[src/rtl/dmem_arbiter.sv]
// dmem_arbiter: two-port round-robin arbiter and access sequencer for the
// byte-addressed data memory. One access at a time runs through the
// IDLE -> ACCESS -> DONE sequence. Memory-side fields come from registers that
// are latched when a request is granted.
//
// Handshake: a requester raises reqN with weN/typeN/addrN/wdataN and keeps
// them stable until ackN. ackN is a single-cycle pulse, and rdataN/errN are
// valid in that cycle. If req is still high after the ack cycle, it counts as
// a new request. ack0 and ack1 are never high together.
module dmem_arbiter #(
    parameter int ADDRESS_WIDTH = 17,
    parameter int DATA_WIDTH    = 32
) (
    input  logic                     clk,
    input  logic                     rst,
    input  logic                     req0,
    input  logic                     we0,
    input  logic [1:0]               type0,
    input  logic [ADDRESS_WIDTH-1:0] addr0,
    input  logic [DATA_WIDTH-1:0]    wdata0,
    input  logic                     req1,
    input  logic                     we1,
    input  logic [1:0]               type1,
    input  logic [ADDRESS_WIDTH-1:0] addr1,
    input  logic [DATA_WIDTH-1:0]    wdata1,
    output logic                     ack0,
    output logic [DATA_WIDTH-1:0]    rdata0,
    output logic                     err0,
    output logic                     ack1,
    output logic [DATA_WIDTH-1:0]    rdata1,
    output logic                     err1,
    output logic                     mem_we,
    output logic [1:0]               mem_type,
    output logic [ADDRESS_WIDTH-1:0] mem_addr,
    output logic [DATA_WIDTH-1:0]    mem_wdata,
    input  logic [DATA_WIDTH-1:0]    mem_rdata,
    output logic [1:0]               dbg_state
);

    typedef enum logic [1:0] {
        IDLE   = 2'd0,
        ACCESS = 2'd1,
        DONE   = 2'd2
    } state_t;

    localparam logic [1:0] TYPE_ILLEGAL = 2'b11;

    state_t state_q, state_d;

    logic                     l_we;
    logic [1:0]               l_type;
    logic [ADDRESS_WIDTH-1:0] l_addr;
    logic [DATA_WIDTH-1:0]    l_wdata;
    logic                     l_port;
    logic                     last_grant;
    logic [DATA_WIDTH-1:0]    rdata0_q;
    logic [DATA_WIDTH-1:0]    rdata1_q;

    logic any_req;
    logic pick1;
    logic l_illegal;

    // On a tie, port 1 wins only when port 0 was the last port granted.
    assign any_req   = req0 | req1;
    assign pick1     = req1 & (~req0 | ~last_grant);
    assign l_illegal = (l_type == TYPE_ILLEGAL);

    // State register
    always_ff @(posedge clk or posedge rst) begin
        if (rst) state_q <= IDLE;
        else     state_q <= state_d;
    end

    // Next-state logic: a granted access always takes exactly three cycles.
    always_comb begin
        state_d = state_q;
        case (state_q)
            IDLE:    if (any_req) state_d = ACCESS;
            ACCESS:  state_d = DONE;
            DONE:    state_d = IDLE;
            default: state_d = IDLE;
        endcase
    end

    // Outputs decoded from state. An illegal size never reaches the write enable.
    always_comb begin
        mem_we = 1'b0;
        ack0   = 1'b0;
        ack1   = 1'b0;
        err0   = 1'b0;
        err1   = 1'b0;
        case (state_q)
            ACCESS: mem_we = l_we & ~l_illegal;
            DONE: begin
                ack0 = ~l_port;
                ack1 = l_port;
                err0 = ~l_port & l_illegal;
                err1 = l_port & l_illegal;
            end
            default: ;
        endcase
    end

    // Latch the winning request's fields in IDLE. Later changes on the ports
    // cannot disturb the in-flight access.
    always_ff @(posedge clk or posedge rst) begin
        if (rst) begin
            l_we    <= 1'b0;
            l_type  <= 2'b00;
            l_addr  <= '0;
            l_wdata <= '0;
            l_port  <= 1'b0;
        end else if (state_q == IDLE && any_req) begin
            l_port  <= pick1;
            l_we    <= pick1 ? we1    : we0;
            l_type  <= pick1 ? type1  : type0;
            l_addr  <= pick1 ? addr1  : addr0;
            l_wdata <= pick1 ? wdata1 : wdata0;
        end
    end

    // Capture read data and record the grant at the end of ACCESS.
    // Writes and illegal accesses return zero.
    always_ff @(posedge clk or posedge rst) begin
        if (rst) begin
            last_grant <= 1'b1;
            rdata0_q   <= '0;
            rdata1_q   <= '0;
        end else if (state_q == ACCESS) begin
            last_grant <= l_port;
            if (l_port) rdata1_q <= (l_we | l_illegal) ? '0 : mem_rdata;
            else        rdata0_q <= (l_we | l_illegal) ? '0 : mem_rdata;
        end
    end

    assign mem_type  = l_type;
    assign mem_addr  = l_addr;
    assign mem_wdata = l_wdata;
    assign rdata0    = rdata0_q;
    assign rdata1    = rdata1_q;
    assign dbg_state = state_q;

endmodule

[config.mk]
export PLATFORM = sky130hd
export DESIGN_NAME = dmem_arbiter
export DESIGN_NICKNAME = d
export VERILOG_FILES = /design/src/rtl/dmem_arbiter.sv
export SDC_FILE = /design/constraint.sdc
export NUM_CORES = 1
export LEC_CHECK = 0
export ABC_CLOCK_PERIOD_IN_PS = 4800
export BUFFER_PORTS_ARGS = -buffer_cell sky130_fd_sc_hd__buf_2
export CAP_MARGIN = 15
export CORE_ASPECT_RATIO = 1.5
export CORE_MARGIN = 2
export CORE_UTILIZATION = 41
export CTS_CLUSTER_SIZE = 16
export DETAILED_ROUTE_END_ITERATION = 10
export PLACE_DENSITY = 0.72
export SYNTH_ARGS = -nofsm -noshare
export SYNTH_HDL_FRONTEND = slang
export SYNTH_SLANG_ARGS = --single-unit
[constraint.sdc]
create_clock -name clk -period 4.8 [get_ports clk]
set_clock_uncertainty 0.2 [all_clocks]
set_input_delay 0.96 -clock clk [delete_from_list [all_inputs] [get_ports clk]]
set_output_delay 0.96 -clock clk [all_outputs]
set_load 0.02 [all_outputs]
==> qor.csv <==
metric,value,unit
synthTopCellsByArea,"dfrtp_1, mux2_4, nand2_1, o21ai_0, buf_12",
swShare,37.3,%
cp-start-kind,flip-flop,
placedCellCount,830,
pwr-share-comb,42.2,%
vias_per_cell,4.86,
htree_levels,4,
post_cts_resized,0,
cp_max_fo,8,
whs,0.274,ns
power.internal,3.28,mW
status,completed,
p_sw,1.95,mW
regArea,0.00300,mm^2
fin_nets,828,
vias,4196,
gp_congestion,0.779,
drv_cap,0,
setup_viol,0,
synth_top_cell_by_area,dfrtp_1,
syn-num-nets,569,
p_total,5.23,mW
ff2ff_path_depth,3,
peakVddDrop,0.395,mV
nFillCells,1168,
clock_latency,0.40,ns
hold_buffers,0,
seq_power_share,32.0,%
path_class,reg2out,
row_count,52,
max_slew.worst_pin.slew,1.06,ns
synth_commonest_cells,"dfrtp_1, mux2_4, nand2_1, o21ai_0, clkbuf_1",
seq_area_frac_synth,53.8,%
grt_pass1_vias,4525,
dp_worst_setup_slack,1.84,ns
antenna_found_initial,0,
fin_ws,2.09,ns
stdcell_count,863,
synth.most_common_cell,dfrtp_1,
syn_avg_cell_area,13.0,um^2
cts_buffer_depth,2,
synth_flop_cell,dfrtp_1,
post-cts-setup-buffers,0,
synthDominantCellAreaShare,53.3,%
cts_tree,built,
drv_slew,0,
wl_per_cell,15.4,um
grt_max_degree,75,
grt.total_usage,18.6,%
async_reset_ff_share,100,%
tns,0,ns
arrival,1.55,ns
fmax,369,MHz
required,3.64,ns
numCtsBuffers,17,
die_y,147,um
drive_gt1_share,58.3,%
die_x,99.3,um
hold_viol,0,
drc,0,
slew_headroom,29.5,%
grt_pass1_wl,21800,um
rsz0062_at_grt,no,
io_pins,262,
core,0.0134,mm^2
synth-seq-cells,120,
clkPwrFrac,25.8,%
port-buffer-count,261,
antenna_cells,0,
power.leakage,4.07,nW
syn_to_final_growth,35.5,%
synth_warnings,0,
hold_class,reg2reg,
start_util,41.7,%
dr.pass1.iters,4,
synth_cell_types,24,
clkTransAtPathRegs,0.05,ns
crit_path_end_kind,output port,
period_share,56.4,%
p_per_area,691,mW/mm^2
root_buffer,clkbuf_16,
drt-initial-drc-count,119,
clock_sinks,120,
die_area,0.0146,mm^2
syn_inst,429,
place_hpwl,9770,um
final_antenna_net_count,0,
drt_wl_total,13300,um
synth_area,0.00558,mm^2
synth_edf_count,0,
multi_input_comb_area,0.00234,mm^2
gr-total-overflow,0,
period_needed,2.71,ns
hold_depth,2,
critical path: stages, from the launching register on:
cell and delay [ns]:
dfrtp_1 0.50, nor2b_1 0.30, and3_1 0.19, buf_2 0.16
stage by stage:
step	cell area (um^2)	util, %
5_1_grt	7560	56.4
2_1_floorplan	5580	-
3_3_place_gp	6910	51.5
3_5_place_dp	6910	51.5
4_1_cts	7540	56.3
6_report	7560	56.4
kinds of logic (layout without fill, tap and decap cells):
kind of cell / count (synthesis) / in the layout / share of synthesized area (%)
flip-flops: 120 / 120 / 53.8
AO/OA/AOI/OAI: 68 / 68 / 6.30
multiplexers: 104 / 104 / 27.6
buffers and inverters: 30 / 302 / 4.46
AND/OR/NAND/NOR: 107 / 107 / 7.89
routing by layer:
layer  up-vias  wire length [um]  global-route usage (%)
li1       1979                 -                       -
met1      2022              4950                    20.8
met5         -                 0                       0
met2       178              7320                    34.1
met3        17               744                    4.47
met4         0               248                    6.30
final timing paths:
check	startpoint	endpoint	slack, ns
max reg2reg	last_grant$_DFFE_PP1N_	mem_addr[14]$_DFFE_PP0P_	2.42
max in group asynchronous	rst	mem_wdata[1]$_DFFE_PP0P_	2.97
min in group asynchronous	rst	rdata0[9]$_DFFE_PP0P_	0.55
max	dbg_state[0]$_DFFE_PP0P_	mem_we	2.09
min	rdata1[17]$_DFFE_PP0P_	rdata1[17]$_DFFE_PP0P_	0.27
min reg2reg	rdata1[17]$_DFFE_PP0P_	rdata1[17]$_DFFE_PP0P_	0.27
state kept, by name, summed over array words and instances, names as in the netlist:
register,cells
mem_wdata,32
rdata0,32
rdata1,32
mem_addr,17
dbg_state,2
mem_type,2
l_port,1
l_we,1
last_grant,1
power groups by stage:
stage / registers, mW / clock network [mW] / logic [mW]
after floorplan: 2.11 / 0 / 1.15
after global routing: 1.72 / 1.42 / 2.38
after detailed placement: 1.67 / 0 / 2.22
after CTS: 1.67 / 1.37 / 2.22
final: 1.67 / 1.35 / 2.21
after global placement: 1.67 / 0 / 2.16
layout by cell type (no fill, tap or decap), drive strengths merged, types with 2 or more instances in the layout:
master,Yosys,layout
mux2,104,104
clkinvlp,0,2
nor3b,2,2
bufinv,0,4
nor2b,3,3
o21ai,64,64
buf,17,268
nand2,97,97
dfrtp,119,119
clkinv,0,5
inv,2,4
clkbuf,11,19
layout make-up:
cell class                      instances  share of cell area (%)
Inverter                                2                   0.132
Clock buffer                           19                    5.86
Tap cell                              162                    2.68
Clock inverter                         13                    2.55
Timing Repair Buffer                  268                    18.1
Sequential cell                       120                    39.7
Multi-Input combinational cell        279                    30.9
Power figures use the tool's default switching activity.
